$ cat src/rtl/serial_adder_if.sv
// Operand/result handshake bundle for serial_adder.
// With SERIAL_ADDER_SUB_EN defined, the bundle carries a subtract select.
interface serial_adder_if #(
  parameter int WIDTH = 8
) ();
  logic             start;
  logic [WIDTH-1:0] a;
  logic [WIDTH-1:0] b;
`ifdef SERIAL_ADDER_SUB_EN
  logic             sub;
`endif
  logic             busy;
  logic             done;
  logic [WIDTH-1:0] sum;
  logic             carry_out;

`ifdef SERIAL_ADDER_SUB_EN
  modport master (output start, a, b, sub, input  busy, done, sum, carry_out);
  modport slave  (input  start, a, b, sub, output busy, done, sum, carry_out);
`else
  modport master (output start, a, b, input  busy, done, sum, carry_out);
  modport slave  (input  start, a, b, output busy, done, sum, carry_out);
`endif
endinterface

$ cat src/rtl/serial_adder.sv
// Bit-serial WIDTH-bit adder, LSB first, one full-adder cell plus carry flop.
// Optional subtract mode (a-b) is enabled by defining SERIAL_ADDER_SUB_EN.
module serial_adder_ha (
  input  logic x_i,
  input  logic y_i,
  output logic s_o,
  output logic c_o
);
  assign s_o = x_i ^ y_i;
  assign c_o = x_i & y_i;
endmodule

module serial_adder_fa (
  input  logic a_i,
  input  logic b_i,
  input  logic c_i,
  output logic s_o,
  output logic c_o
);
  logic s1, c1, c2;

  serial_adder_ha u_ha0 (.x_i(a_i), .y_i(b_i), .s_o(s1),  .c_o(c1));
  serial_adder_ha u_ha1 (.x_i(s1),  .y_i(c_i), .s_o(s_o), .c_o(c2));

  assign c_o = c1 | c2;
endmodule

module serial_adder #(
  parameter int WIDTH = 8
) (
  input  logic           clk,
  input  logic           rst,
  serial_adder_if.slave  bus
);
  localparam int CNT_W = (WIDTH > 1) ? $clog2(WIDTH) : 1;

  typedef enum logic {S_IDLE, S_RUN} state_e;

  state_e           state_q, state_d;
  logic [WIDTH-1:0] a_sh_q, a_sh_d;
  logic [WIDTH-1:0] b_sh_q, b_sh_d;
  logic [WIDTH-1:0] res_sh_q, res_sh_d;
  logic [WIDTH-1:0] sum_q, sum_d;
  logic [CNT_W-1:0] cnt_q, cnt_d;
  logic             c_q, c_d;
  logic             cout_q, cout_d;
  logic             done_q, done_d;

  logic             fa_s, fa_c;
  logic [WIDTH-1:0] res_next;
  logic [WIDTH-1:0] b_cap;
  logic             c_init;

  serial_adder_fa u_fa (
    .a_i (a_sh_q[0]),
    .b_i (b_sh_q[0]),
    .c_i (c_q),
    .s_o (fa_s),
    .c_o (fa_c)
  );

  // New sum bit enters at the MSB; after WIDTH shifts bit 0 holds the LSB.
  assign res_next = WIDTH'({fa_s, res_sh_q} >> 1);

  // Subtract is a + ~b + 1: invert b once at capture and seed the carry.
`ifdef SERIAL_ADDER_SUB_EN
  assign b_cap  = bus.sub ? ~bus.b : bus.b;
  assign c_init = bus.sub;
`else
  assign b_cap  = bus.b;
  assign c_init = 1'b0;
`endif

  always_comb begin
    state_d  = state_q;
    a_sh_d   = a_sh_q;
    b_sh_d   = b_sh_q;
    res_sh_d = res_sh_q;
    sum_d    = sum_q;
    cnt_d    = cnt_q;
    c_d      = c_q;
    cout_d   = cout_q;
    done_d   = 1'b0;
    case (state_q)
      S_IDLE: begin
        if (bus.start) begin
          state_d  = S_RUN;
          a_sh_d   = bus.a;
          b_sh_d   = b_cap;
          res_sh_d = '0;
          c_d      = c_init;
          cnt_d    = '0;
        end
      end
      S_RUN: begin
        a_sh_d   = a_sh_q >> 1;
        b_sh_d   = b_sh_q >> 1;
        res_sh_d = res_next;
        c_d      = fa_c;
        cnt_d    = cnt_q + CNT_W'(1);
        if (cnt_q == CNT_W'(WIDTH - 1)) begin
          sum_d   = res_next;
          cout_d  = fa_c;
          done_d  = 1'b1;
          state_d = S_IDLE;
        end
      end
      default: state_d = S_IDLE;
    endcase
  end

  always_ff @(posedge clk) begin
    if (rst) begin
      state_q  <= S_IDLE;
      a_sh_q   <= '0;
      b_sh_q   <= '0;
      res_sh_q <= '0;
      sum_q    <= '0;
      cnt_q    <= '0;
      c_q      <= 1'b0;
      cout_q   <= 1'b0;
      done_q   <= 1'b0;
    end else begin
      state_q  <= state_d;
      a_sh_q   <= a_sh_d;
      b_sh_q   <= b_sh_d;
      res_sh_q <= res_sh_d;
      sum_q    <= sum_d;
      cnt_q    <= cnt_d;
      c_q      <= c_d;
      cout_q   <= cout_d;
      done_q   <= done_d;
    end
  end

  assign bus.busy      = (state_q == S_RUN);
  assign bus.done      = done_q;
  assign bus.sum       = sum_q;
  assign bus.carry_out = cout_q;
endmodule

$ cat src/flat_wrapper.sv
// flat-port wrapper written by rule: the top's interface ports become plain ports
module serial_adder_flat 
#(
  parameter int WIDTH = 8
)
  (clk, rst, bus_start, bus_a, bus_b, bus_busy, bus_done, bus_sum, bus_carry_out);
  serial_adder_if #(.WIDTH(WIDTH)) bus_i ();
  input  logic clk;
  input  logic rst;
  input wire logic [$bits(bus_i.start)-1:0] bus_start;
  input wire logic [$bits(bus_i.a)-1:0] bus_a;
  input wire logic [$bits(bus_i.b)-1:0] bus_b;
  output wire logic [$bits(bus_i.busy)-1:0] bus_busy;
  output wire logic [$bits(bus_i.done)-1:0] bus_done;
  output wire logic [$bits(bus_i.sum)-1:0] bus_sum;
  output wire logic [$bits(bus_i.carry_out)-1:0] bus_carry_out;
  assign bus_i.start = bus_start;
  assign bus_i.a = bus_a;
  assign bus_i.b = bus_b;
  assign bus_busy = bus_i.busy;
  assign bus_done = bus_i.done;
  assign bus_sum = bus_i.sum;
  assign bus_carry_out = bus_i.carry_out;
  serial_adder #(.WIDTH(WIDTH)) u_core (.clk(clk), .rst(rst), .bus(bus_i));
endmodule
$ cat config.mk
export PLATFORM = sky130hd
export DESIGN_NAME = serial_adder_flat
export DESIGN_NICKNAME = d
export VERILOG_FILES = /design/src/rtl/serial_adder_if.sv /design/src/rtl/serial_adder.sv /design/src/flat_wrapper.sv
export SDC_FILE = /design/constraint.sdc
export NUM_CORES = 1
export LEC_CHECK = 0
export BUFFER_PORTS_ARGS = -buffer_cell sky130_fd_sc_hd__buf_2
export CORE_UTILIZATION = 30
export DETAILED_ROUTE_END_ITERATION = 8
export PLACE_DENSITY = 0.47
export SLEW_MARGIN = 15
export SYNTH_ARGS = -nofsm -noshare
export SYNTH_HDL_FRONTEND = slang
export SYNTH_SLANG_ARGS = --single-unit
$ cat constraint.sdc
create_clock -name clk -period 3.2 [get_ports clk]
set_input_delay 0.16 -clock clk [delete_from_list [all_inputs] [get_ports clk]]
set_output_delay 0.16 -clock clk [all_outputs]
set_load 0.01 [all_outputs]
## Word-level counts from Yosys, hierarchy flattened

Index checks and enable logic that the tools add are counted.

- Flip-flop bits (word level): 39
- Input port bits: 19
- Output and inout bits: 11
- Logic and storage cells: 34

- Add/sub/neg operators: 1
- Equal/unequal tests: 2
- Mux-type cells: 14
- Bitwise gates (word level): 6
- Reductions and logical operators: 2

Operator list:

| operator | number |
|---|---|
| 8-bit case mux with 2 select lines | 3 |
| 8-bit 2-to-1 mux | 3 |
| 3-bit case mux with 2 select lines | 1 |
| 1-bit 2-to-1 mux | 4 |
| 1-bit case mux with 2 select lines | 2 |
| 3-bit by 1-bit adder with 3-bit output (second input constant) | 1 |
| 3-bit equality test (second input constant) | 1 |
| 3-bit 2-to-1 mux | 1 |
| 1-bit bitwise AND | 2 |
| 2-bit inequality test (second input constant) | 1 |
| 2-bit AND reduction | 1 |
| 2-bit OR reduction | 1 |
| 1-bit XOR | 2 |
| 1-bit NOT | 1 |
| 1-bit OR | 1 |

## Longest topological paths before layout

Gate-level depths: netlist of run 1.

- Word-level depth: 4
- Depth in mapped cells: 6

## By module

A second synthesis of run 1 with hierarchy kept.

- Cells, all modules: 170
- Area total of the unflattened synthesis: 1684.1 µm²

Modules (own cells, without submodules):

| module | instances | cells each | area an instance (µm²) |
|---|---|---|---|
| serial_adder | 1 | 167 | 1652.8 |
| serial_adder_ha | 2 | 1 | 12.5 |
| serial_adder_fa | 1 | 1 | 6.3 |

## Least setup slack after synthesis of run 1

No wires, ideal clock.

- Kind: register to register
- Start point: reg u_core.cnt_q[0]
- End point: reg u_core.state_q (netlist: u_core.bus.busy)
- Arrival time: 1.184 ns
- Data required time: 3.120 ns
- Setup slack: 1.937 ns
- Cell stages (with the launch flop): 7
- Period minus slack after synthesis: 1.263 ns
- Path through: dfxtp_1 > ha_1 > ha_1 > buf_2 > buf_2 > nand2_1 > nor3b_1

- Longest elaborated chain between the ends: 3

RTL lines:

| what | line | source |
|---|---|---|
| start: declaration | serial_adder.sv:44 | `logic [CNT_W-1:0] cnt_q, cnt_d;` |
| start signal: assignment | serial_adder.sv:129 | `cnt_q <= cnt_d;` |
| 3-bit equality test | serial_adder.sv:101 | `if (cnt_q == CNT_W'(WIDTH - 1)) begin` |
| 1-bit 2-to-1 mux | serial_adder.sv:101 |  |
| 1-bit case mux with 2 select lines | serial_adder.sv:84 | `case (state_q)` |
| end signal: assignment | serial_adder.sv:124 | `state_q <= state_d;` |
| end: declaration | serial_adder.sv:39 | `state_e state_q, state_d;` |

No other way between the ends.
A chain may end at the register's enable or synchronous reset.

## Worst setup path after layout of run 1

- Start point: reg u_core.state_q (netlist: u_core.bus.busy)
- End point: reg u_core.b_sh_q[6]

- Longest elaborated chain between the ends: 2
- Elaborated cells on any way between the ends: 3
- Classes of those cells: eq/ne (1); mux (1); bitwise (1)

RTL lines:

| what | line | source |
|---|---|---|
| 1-bit NOT | serial_adder.sv:84 |  |
| 8-bit case mux with 2 select lines or 2-bit inequality test (tied branches) | - |  |
| end signal: assignment | serial_adder.sv:126 | `b_sh_q <= b_sh_d;` |
| end: declaration | serial_adder.sv:41 | `logic [WIDTH-1:0] b_sh_q, b_sh_d;` |

Several ways; a longest one is shown, not always the timed one.

==> results of run 1 <==
## sequential cells by signal, summed over array words and instances, names as in the netlist
signal	flops
u_core.bus.carry_out	1
u_core.bus.done	1
u_core.c_q	1
u_core.res_sh_q	7
u_core.bus.busy	1
u_core.a_sh_q	8
u_core.cnt_q	3
u_core.b_sh_q	8
u_core.bus.sum	8
## cells in the mapped netlist, drive strengths merged, types with 2 or more instances
cell type	n
a211oi	14
a21bo	9
a21oi	20
buf	11
clkbuf	5
dfxtp	38
ha	2
mux2i	16
nand2	11
nand3	9
nor2	2
nor2b	14
nor3	2
or3b	11
## worst reg2reg max path: stages, from the launching register on
cell,delay [ps]
sky130_fd_sc_hd__dfxtp_1,500
sky130_fd_sc_hd__buf_4,440
sky130_fd_sc_hd__inv_1,330
sky130_fd_sc_hd__a211oi_1,300
## how the worst max path moves through the flow
stage,end,start,slack [ps]
after floorplan,u_core.bus.busy,u_core.cnt_q[0],1940
after global placement,u_core.b_sh_q[4],u_core.bus.busy,1620
after detailed placement,u_core.b_sh_q[1],u_core.bus.busy,1500
after CTS,u_core.b_sh_q[1],u_core.bus.busy,1490
after global routing,u_core.a_sh_q[2],u_core.bus.busy,1330
final,u_core.b_sh_q[6],u_core.bus.busy,1540
## cells by family after synthesis
| logic type | after synthesis |
|---|---|
| adder cells (fa/ha/maj) | 3 |
| flip-flops | 38 |
| multiplexers | 16 |
| buffers and inverters | 17 |
| AO/OA/AOI/OAI | 43 |
| AND/OR/NAND/NOR | 51 |
## cells in the final DEF, fill, tap and decap left out, drive strengths merged
cell type / n
dfxtp: 38
nor2b: 14
or3b: 11
bufinv: 1
mux2i: 16
nor3: 2
fa: 1
nand2: 11
a21bo: 9
nand3: 9
inv: 1
clkbuf: 5
nor2: 2
buf: 30
a211oi: 14
a21oi: 20
clkinv: 2
nand2b: 1
nor3b: 1
ha: 2
## power groups by stage
stage          combinational (mW)  clock, mW  sequential [mW]
2_1_floorplan              0.0694          0            0.513
3_3_place_gp               0.0842          0            0.516
3_5_place_dp               0.0865          0            0.517
4_1_cts                    0.0868      0.409            0.506
5_1_grt                    0.0954      0.428            0.509
6_report                   0.0848      0.395            0.506
## metal layers
metal,vias to the layer above,routed length [um],share of wire [%],global-route usage (%)
met4,0,34,1.1,6.54
met1,564,1600,50,14.6
met3,4,105,3.3,3.23
met2,18,1460,46,17.8
li1,639,-,-,-
met5,-,0,0,0
## cell type report
type	count	area [um2]	area share, %
Multi-Input combinational cell	113	810	42.1
Sequential cell	38	761	39.6
Timing Repair Buffer	30	153	7.94
Tap cell	70	87.6	4.55
Clock buffer	5	68.8	3.58
Clock inverter	3	40.0	2.08
Inverter	1	3.75	0.195
==> results.txt, run 1 <==
Endpoint class of the critical path: a flip-flop. Clock latency on the worst-skew pair, taken at its later pin, is 290 ps. The final critical path takes up 51.8% of the cycle.

For this design the static power due to leakage is 0.778 nW. The clock arrives with 5.84 ps of skew. The endpoint identified for the worst register-to-register timing path is u_core.b_sh_q[6]. Once detail routing completed, the nets flagged for antenna violations numbered 0. The dominant register cell in the synthesized netlist is sky130_fd_sc_hd__dfxtp_1. The count of buffers added on input and output ports is 29.

The min-delay analysis places its worst path in the category input pin to flip-flop. Entering global routing, the biggest net connects 50 pins. The setup slack on the worst flop-to-flop path is 1540 ps, and the y dimension of the die is 76.6 um. The run gives 0 as the number of hold-slack violations in the final timing report. For this run, the share of the core covered by cells in the final layout is 36.7%.

Of all nets on the critical path, the largest fanout is 49. Setup repair after global routing left no endpoint under its margin. The non-filler instance count after layout came out at 260. After clock tree synthesis, the flow added hold-fix buffers numbering 0. The worst reg-to-reg path cell count works out to 3. The flow ran to the end, and the final reports show no timing, DRC or antenna violations. The worst hold path passes through 3 cells. The worst setup path is of the flip-flop to flip-flop kind. Number of clock sinks: 38. TritonCTS built the clock tree.

Combinational logic is responsible for 8.6% of the overall power. By area, the combinational part of the netlist is dominated by compound AO/OA/AOI/OAI gates. The via count of the first global-routing pass was 1,189. The tightest hold margin was 167 ps. The buffer and inverter count on the worst path came out at 2.

The net switching power is 0.226 mW. In this run, the clock network consumes 40.1% of the power. The number of buffers added by the clock tree synthesis step was 5. The start point of the worst min-delay path was bus_b[7]. The H-tree was split into 2 levels.

For the cell count after synthesis, the log shows 168. The synthesized netlist devotes 18.2% of its cell area to compound gates. The number of enable-type register cells in the synthesized netlist was 0.

The critical path's top delay family was buffers and inverters. The run gives 0.00586 mm2 as the area of the die. The share of synthesized area in the top cell type comes to 45.6%. The net count of the finished layout is 211. After filler insertion, the fill cell instance count of the layout stands at 554. Before CTS, the worst setup slack after placement is 1500 ps. Detailed routing inserted a total of 1,225 vias.

The worst slew slack as a fraction of its limit is 53.3%, and the number of antenna cells inserted is 0. The total power density per cell area came out at 513 mW/mm2. The smallest setup slack after layout came out at 1540 ps.

The synthesized design spends more area on one cell type than any other, namely sky130_fd_sc_hd__dfxtp_1. After the first detailed-routing iteration, the DRC count stood at 64. The total power of the final layout was 0.986 mW; the number of search-and-repair iterations in the first detailed-routing pass was 4.

IR analysis of the VDD net gives a maximum drop of 228 uV. For this run, design rule violations remaining after detail routing come to 0. The run gives 5.41 mm as the wire length of the first global-routing pass.

The number of instances resized during post-cts repair is 0, and the post-place instance area is 0.00181 mm2. The run gives 0.00524 mm2 as the area of the core. The longest clock path from root to sink contains 2 buffers. The largest individual stage delay along the critical path comes from the cell sky130_fd_sc_hd__dfxtp_1.

After detailed routing, the total wire length is 3.21 mm. The number of cells on the critical path was 3. The synthesized area divided by synthesized cell count is 9.93 um2. The post-synth net total was 190; the initial core utilization was 31.8%.

Dividing the detail-routed wire length by the instance count gives 12.3 um. The synthesized netlist contains 22 unique library cells. The number of I/O pins came out at 30. The reg-to-reg critical path startpoint was u_core.bus.busy. The count of placed standard cells including taps was 252; the part of the power in registers was 51.3%. Of the total synthesized cell area, the portion taken by XOR and XNOR cells is 0%.

Max-cap violations in this run came to 0. After Yosys synthesis, full adders, half adders and majority gates account for 2.70% of the synthesized area. The relative area change from synthesis to final layout came out at 15.3%. For the number of core rows, the log shows 26. For this run, asynchronously set or reset flops after synthesis account for 0%.

For the count of endpoints failing setup in the final report, the log shows 0. After synthesis, the cell types taking the most area are sky130_fd_sc_hd__dfxtp_1 (46%), sky130_fd_sc_hd__mux2i_1 (9.6%), sky130_fd_sc_hd__a211oi_1 (6.3%). The tools report the startpoint class of the critical path as a flip-flop. For the warning count from the yosys run, the log shows 0. The tools report the internal power as 0.760 mW.

The final critical-path required period came out at 1660 ps. The path with the worst hold slack has its endpoint at u_core.b_sh_q[7]. The run gives 0.00167 mm2 as the summed instance area of the synthesized netlist. The transition at the pin with the smallest max-transition slack was 701 ps; the sum of net half-perimeters after detailed placement was 2.06 mm. The floorplan die width is 76.6 um. The run gives 0 as the number of pins exceeding their max-slew limit in the final report.

The largest incremental delay on the critical path was 500 ps. The tools report the final setup TNS as 0 ps. Based on the critical path, the design can be clocked at up to 604 MHz. The required time of the critical path came out at 3400 ps. Summing the areas of all and, or, nand and nor instances in the mapped netlist gives 18.1% of the synthesized area.

Data on the critical path arrives at its endpoint at 1850 ps. The tree is rooted in a sky130_fd_sc_hd__clkbuf_8. The switching share of power was 22.9%; the post-route standard cell area excluding fillers was 0.00192 mm2.

In this run, synthesis produced a sequential element count of 38. Clock-pin slew was measured on the worst setup and hold paths at 80 ps. Across every metal layer, demand over resource in global routing totals 11.6%. Post-synthesis mux area share: 9.60%. The critical path goes through buf_4 > inv_1 > a211oi_1. In this run the post-CTS setup repair buffer count came out at 0. After detailed routing, the number of vias per cell comes to 4.71.

The fraction of layout cells with a size suffix above 1 was 25.8%; the number of antenna violations at the first check in global routing was 0. The post-synthesis sequential area ratio is 45.6%. The weighted congestion reported at the end of routability-driven placement was 0.653. Global routing finished with a remaining overflow of 0.
No activity file was read; power rests on OpenSTA's default activity.
==> inputs of run 2 (changes only) <==
PLACE_DENSITY = 0.49   (was 0.47)
clock period = 1.4 ns   (was 3.2 ns; I/O delays follow)
==> run 2 against run 1 <==
Compared with the run above:
- first-iteration DRC count fell by 20%
- worst hold slack worse by 83 ps
- flip-flop and latch count did not move
- utilization up 0.81 points
- critical path type is now flip-flop to output port
- largest cell class unchanged
- largest power group unchanged
==> results.txt, run 2 (synthesized netlist as in run 1, its figures left out) <==
The run finished with clean final reports. The destination of the critical timing path is bus_busy. The final routed wire length divided by cell count is 12.4 um (+0.71%), and the floorplan die width is 76.6 um (unchanged). The count of unresolved DRC violations after routing is 0 (unchanged). The tools report the critical path arrival as 1210 ps (-640 ps). Number of antenna cells inserted: 0 (unchanged).

The run gives 547 (-1.3%) as the number of fill cells in the layout. The worst ir drop on vdd was 456 uV (+100%). Leaving out fill and tap cells, the most frequent cells in the layout are sky130_fd_sc_hd__dfxtp_1 (38), sky130_fd_sc_hd__buf_2 (29), sky130_fd_sc_hd__a21oi_1 (18). The run gives 31.8% (unchanged) as the initial core utilization. The cell sitting at the root of the clock tree is a sky130_fd_sc_hd__clkbuf_8.

The tools report the static leakage power as 0.788 nW (+1.4%). The kind of critical path is flip-flop to output port. The total power density per cell area is 1090 mW/mm2 (+110%), and the number of I/O pins is 30 (unchanged).

The path class of the tightest hold or removal check is input pin to flip-flop. The logs give 0 (unchanged) for the count of endpoints failing setup in the final report and 5.54 ps (-0.298 ps) for the post-route clock skew. For the DRC marker count from the first detailed-route iteration, the log shows 51 (-20%). The run gives 214 (+1.4%) as the net count reported at finish.

The maximum fanout along the worst path came out at 15 (-69%). For the sum of net half-perimeters after detailed placement, the log shows 2.17 mm (+5.1%). For the area of the die, the log shows 0.00586 mm2 (unchanged). The number of pins exceeding their max-slew limit in the final report is 0 (unchanged), and the number of search-and-repair iterations in the first detailed-routing pass is 4 (unchanged). TritonCTS built the clock tree. In this run the worst setup path begins at u_core.bus.busy. The fraction of layout cells with a size suffix above 1 came out at 26.9% (+1.2 points).

Static timing analysis puts the maximum clock frequency at 782 MHz. The tools report the required time of the critical path as 1330 ps (-2070 ps). The tools report the number of hold-slack violations in the final timing report as 0 (unchanged). The relative area change from synthesis to final layout works out to 17.9%. The weighted congestion reported at the end of routability-driven placement came out at 0.668 (+2.2%). The run gives 12.3% (+0.65 points) as the global routing usage summed across all routing layers. The largest net degree at the start of global routing was 34 (-32%); the vias after detailed routing was 1,238 (+1.1%). The worst slew slack as a fraction of its limit was 55.9% (+2.7 points); the count of port buffers added during placement was 29 (unchanged). The share of the clock period used by the worst path was 91.3%; the via count of the first global-routing pass was 1,278 (+7.5%). The transition at the pin with the smallest max-transition slack was 661 ps (-40.2 ps); the area taken by multi-input logic gates was 822 um2 (+1.5%). The count of placed standard cells including taps is 255 (+1.2%).

The run gives 160 ps (-1380 ps) as the setup slack on the worst flop-to-flop path. The startpoint identified for the worst register-to-register timing path is u_core.cnt_q[0]. For the number of buffers added to fix hold violations after cts, the log shows 0 (unchanged).

In this run the critical register-to-register path is captured at u_core.bus.sum[5]. The number of buffers added by the clock tree synthesis step was 5 (unchanged); the count of cells along the worst hold path was 3 (unchanged). The final critical-path required period was 1280 ps; the later-pin clock latency in the skew report was 280 ps (about the same). The area of the core is 0.00524 mm2 (unchanged). The y dimension of the die works out to 76.6 um (unchanged).

The routed via count divided by cell count is 4.71 (about the same). The combined flip-flop and latch cell area is 761 um2 (unchanged), and the number of levels in the clock H-tree is 2 (unchanged). The endpoint class of the critical path is an output port. Commonest non-fill, non-tap cell in the layout: sky130_fd_sc_hd__dfxtp_1. The final wirelength is 3.27 mm (+1.9%), and the total power of the final layout is 2.13 mW (+120%). The worst reg-to-reg path cell count works out to 4 (+1).

Number of core rows: 26 (unchanged). Setup repair after global routing left no endpoint under its margin. The tools report the non-filler instance count after layout as 263 (+1.2%). The tools report the aggregate global routing overflow as 0 (unchanged). Residual antenna-violating net count after detailed routing: 0 (unchanged). STA classifies the critical path startpoint as a flip-flop.

Final setup TNS: 0 ps (unchanged). The run gives 2 (unchanged) as the number of buffers between clock root and the deepest sink. Wire length of the first global-routing pass: 5.76 mm (+6.5%). Number of violations of the max-capacitance limit: 0 (unchanged).

The number of antenna violations at the first check in global routing was 0 (unchanged); the clock input transition at the sequential cells of the worst setup and hold paths was 70 ps (about the same). The number of clock sinks came out at 38 (unchanged).
==> run 2: layer usage <==
metal	share of wire, %	vias up	routed length (um)	global-route usage [%]
li1	-	639	-	-
met5	0	-	0	0
met2	48	26	1560	21.4
met4	0.95	0	31	4.04
met3	3.9	5	129	3.47
met1	47	568	1550	14.4
==> run 2: worst min path at each step <==
stage                   from          endpoint  slack, ps
finish              bus_b[7]  u_core.b_sh_q[7]         80
global route        bus_a[3]  u_core.a_sh_q[3]        140
floorplan           bus_a[7]  u_core.a_sh_q[7]        270
global placement    bus_a[7]  u_core.a_sh_q[7]        360
detailed placement  bus_b[7]  u_core.b_sh_q[7]        370
CTS                 bus_b[7]  u_core.b_sh_q[7]         80
==> run 2: critical path, stage by stage, from the launching register on <==
cell and delay [ps]:
sky130_fd_sc_hd__dfxtp_1 380, sky130_fd_sc_hd__buf_4 210, sky130_fd_sc_hd__buf_4 190, sky130_fd_sc_hd__buf_2 140
==> run 2: layout make-up <==
cell class,count,share of cell area (%)
clock buffers,7,4.39
clock inverters,1,0.255
inverters,1,0.191
multi-input cells,113,41.8
flip-flops and latches,38,38.7
well taps,70,4.46
repair buffers,33,10.2
==> run 2: what timing repair did <==
item                                   4_1_cts  5_1_grt
setup endpoints to repair                   11        1
endpoints found under the hold margin        0        0
buffers inserted                             0        0
gates resized for setup                      1        1
==> run 2: report_power, final <==
| group | switching [mW] | internal (mW) | total [mW] |
|---|---|---|---|
| Clock | 0.366 | 0.397 | 0.763 |
| Combinational | 0.116 | 0.102 | 0.218 |
| Sequential | 0.0271 | 1.13 | 1.15 |
==> run 2: per-stage QoR <==
stage | hold WS [ps] | area [um2] | setup WS (ps) | util, %
finish | 83.8 | 1970 | 122 | 37.5
global route | 137 | 1970 | 38.5 | 37.5
CTS | 78.3 | 1960 | 98.6 | 37.3
detailed placement | 371 | 1860 | -106 | 35.5
floorplan | 265 | 1670 | 137 | -
global placement | 362 | 1860 | -44.8 | 35.5
==> inputs of run 3 (changes only) <==
BUFFER_PORTS_ARGS = unset   (was -buffer_cell sky130_fd_sc_hd__buf_2)
DONT_BUFFER_PORTS = 1   (was unset)
PLACE_DENSITY = 0.43   (was 0.49)
clock period = 1.6 ns   (was 1.4 ns; I/O delays follow)
==> run 3 against run 2 <==
Compared with the run above:
- clock-buffer cell count fell by 2
- sequential share of layout area grew 2.6 points
- clock power rose by 6.4%
- non-clock buffer count is 28 lower
- die area is the same
- combinational power fell by 29%
- critical path type is now flip-flop to flip-flop
- largest power group unchanged
==> results.txt, run 3 (synthesized netlist as in run 1, its figures left out) <==
The sum of net half-perimeters after detailed placement is 2.00 mm (-7.9%), and the clock input transition at the sequential cells of the worst setup and hold paths is 80 ps (about the same). The floorplan die width is 76.6 um (unchanged). The signal on the critical path passes through ha_1 > ha_2 > nand2_1 > nor3b_1. The highest layer touched by signal routing is met4.

The worst slew slack as a fraction of its limit was 68.5% (+13 points); the maximum fanout along the worst path was 19 (+4). The total power of the final layout was 1.98 mW (-7.3%). The number of buffers inserted to repair setup after CTS came out at 0 (unchanged). The critical path starts at u_core.cnt_q[0].

Commonest non-fill, non-tap cell in the layout: sky130_fd_sc_hd__dfxtp_1. Share of the clock period used by the worst path: 81.4%. The y dimension of the die came out at 76.6 um (unchanged). The buffer and inverter count on the worst path was 0 (-3). The fraction of layout cells with a size suffix above 1 was 14.5% (-12 points). The worst register-to-register path ends at u_core.bus.busy. The tools report the final wirelength as 3.15 mm (-3.7%).

The area of the core is 0.00524 mm2 (unchanged). The setup slack on the worst flop-to-flop path was 300 ps (+140 ps). The weighted congestion reported at the end of routability-driven placement came out at 0.703 (+5.3%). The reg-to-reg critical path startpoint is u_core.cnt_q[0]. The number of fill cells in the layout is 547 (unchanged), and the post-place instance area is 0.00169 mm2 (-9.2%).

The post-route clock skew was 9.39 ps (+3.85 ps); the net count reported at finish was 186 (-13%). Met3 wire length: 202 um (+57%). The tools report the static leakage power as 0.662 nW (-16%). From synthesis to final layout, the design area changed by 10.7%.

The tools report the highest attainable clock frequency as 767 MHz. The final routed wire length divided by cell count was 13.4 um (+7.8%); the number of antenna violations at the first check in global routing was 0 (unchanged). The logs give 30 (unchanged) for the number of I/O pins and 1.37 mm (-12%) for the sum of met2 wire segment lengths after detailed routing. The aggregate global routing overflow came out at 0 (unchanged). The number of pins exceeding their max-slew limit in the final report was 0 (unchanged). For the critical path arrival, the log shows 1470 ps (+260 ps).

The number of antenna cells inserted is 0 (unchanged). For the combined flip-flop and latch cell area, the log shows 762 um2 (+0.16%). Start point of the worst min-delay path: bus_a[7]. The wire length of the first global-routing pass was 5.49 mm (-4.7%). The master of the slowest instance on the critical path was sky130_fd_sc_hd__ha_2. The number of violations of the max-capacitance limit is 0 (unchanged), and the area taken by multi-input logic gates is 812 um2 (-1.2%). Area of the die: 0.00586 mm2 (unchanged). The initial core utilization was 31.8% (unchanged). The count of port buffers added during placement is 0 (-100%).

The via count of the first global-routing pass was 1,118 (-13%). The run gives 0 (unchanged) as the number of hold-slack violations in the final timing report. The global routing usage summed across all routing layers was 11.9% (-0.36 points).

The number of levels in the clock H-tree is 2 (unchanged). The logs give 412 uV (-9.5%) for the worst ir drop on vdd and 35.3% (-2.3 points) for the final cell utilization of the core. In this run the worst hold path is classified as input pin to flip-flop. The tools report the final setup TNS as 0 ps (unchanged). The run finished with clean final reports. The logs give 2 (unchanged) for the number of buffers between clock root and the deepest sink and 0.00185 mm2 (-6.0%) for the post-route standard cell area excluding fillers. The worst setup path is launched from a flip-flop.

The worst reg-to-reg path cell count was 4 (unchanged). The library cells used most frequently in the layout, excluding fill and tap cells, are sky130_fd_sc_hd__dfxtp_1 (37), sky130_fd_sc_hd__a21oi_1 (18), sky130_fd_sc_hd__mux2i_1 (16). The DRC marker count from the first detailed-route iteration was 68 (+33%).

The logs give 0 (unchanged) for the count of unresolved DRC violations after routing and 11.8 ps (-72.0 ps) for the tightest hold margin. The required time of the critical path was 1770 ps (+440 ps). TritonCTS built the clock tree. The largest incremental delay on the critical path came out at 400 ps (+20 ps).

The critical path is of the flip-flop to flip-flop type. The post-place setup slack is 83.4 ps (+190 ps). The count of cells along the worst hold path came out at 2 (-1).

The final critical-path required period came out at 1300 ps. The number of clock sinks came out at 38 (unchanged). The logs give 4 (unchanged) for the number of search-and-repair iterations in the first detailed-routing pass and 235 (-11%) for the non-filler instance count after layout. The transition at the pin with the smallest max-transition slack was 472 ps (-189 ps). On the critical path the largest part of the delay comes from adder cells. Setup repair after global routing left no endpoint under its margin. Total power density per cell area: 1070 mW/mm2 (-1.3%). The destination of the worst hold path was u_core.a_sh_q[7]. Count of placed standard cells including taps: 224 (-12%). The number of core rows is 26 (unchanged), and the wire length on met1 is 1.53 mm (-1.0%). The routed via count divided by cell count was 4.92 (+4.6%). For the residual antenna-violating net count after detailed routing, the log shows 0 (unchanged). The number of buffers added by the clock tree synthesis step was 5 (unchanged). For the vias after detailed routing, the log shows 1,157 (-6.5%).

The count of endpoints failing setup in the final report is 0 (unchanged). Endpoint class of the critical path: a flip-flop. The logs give 297 ps (+175 ps) for the smallest setup slack after layout and 290 ps (about the same) for the later-pin clock latency in the skew report.

For the largest net degree at the start of global routing, the log shows 39 (+15%). In this run the clock root is driven by a sky130_fd_sc_hd__clkbuf_8.
## run 3: layout make-up
| class | count | share of cell area, % |
|---|---|---|
| multi-input combinational | 113 | 44.0 |
| sequential | 38 | 41.3 |
| tap | 70 | 4.74 |
| clock buffer | 5 | 3.73 |
| timing repair buffer | 5 | 3.66 |
| clock inverter | 3 | 2.44 |
| inverter | 1 | 0.203 |
## run 3: power breakdown
part,total (mW),switching (mW),internal [mW]
Combinational,0.155,0.0806,0.0740
Clock,0.812,0.349,0.464
Sequential,1.01,0.0272,0.985
## run 3: worst max-delay path by stage
| stage | depth (start not counted) | slack (ps) | endpoint |
|---|---|---|---|
| after floorplan | 6 | 340 | u_core.bus.busy |
| after global placement | 4 | 160 | u_core.bus.carry_out |
| after detailed placement | 4 | 80 | u_core.bus.busy |
| after CTS | 4 | 60 | u_core.bus.busy |
| after global routing | 4 | 180 | u_core.bus.busy |
| final | 4 | 300 | u_core.bus.busy |
## run 3: what timing repair did
item / CTS / global route
setup endpoints to repair: 0 / 3
endpoints found under the hold margin: 38 / 0
gates resized for setup: 0 / 1
hold buffers: 3 / 0
## run 3: worst register-to-register path, delay by kind of cell (launching register included)
family                     cells  cell delay, ps
adders and majority gates      2             560
DFF                            1             350
and+or+nand+nor                2             280
## run 3: layer usage
layer	vias up	global-route usage [%]
li1	589	-
met1	536	14.4
met2	28	18.3
met3	4	5.51
met4	0	4.62
met5	-	0
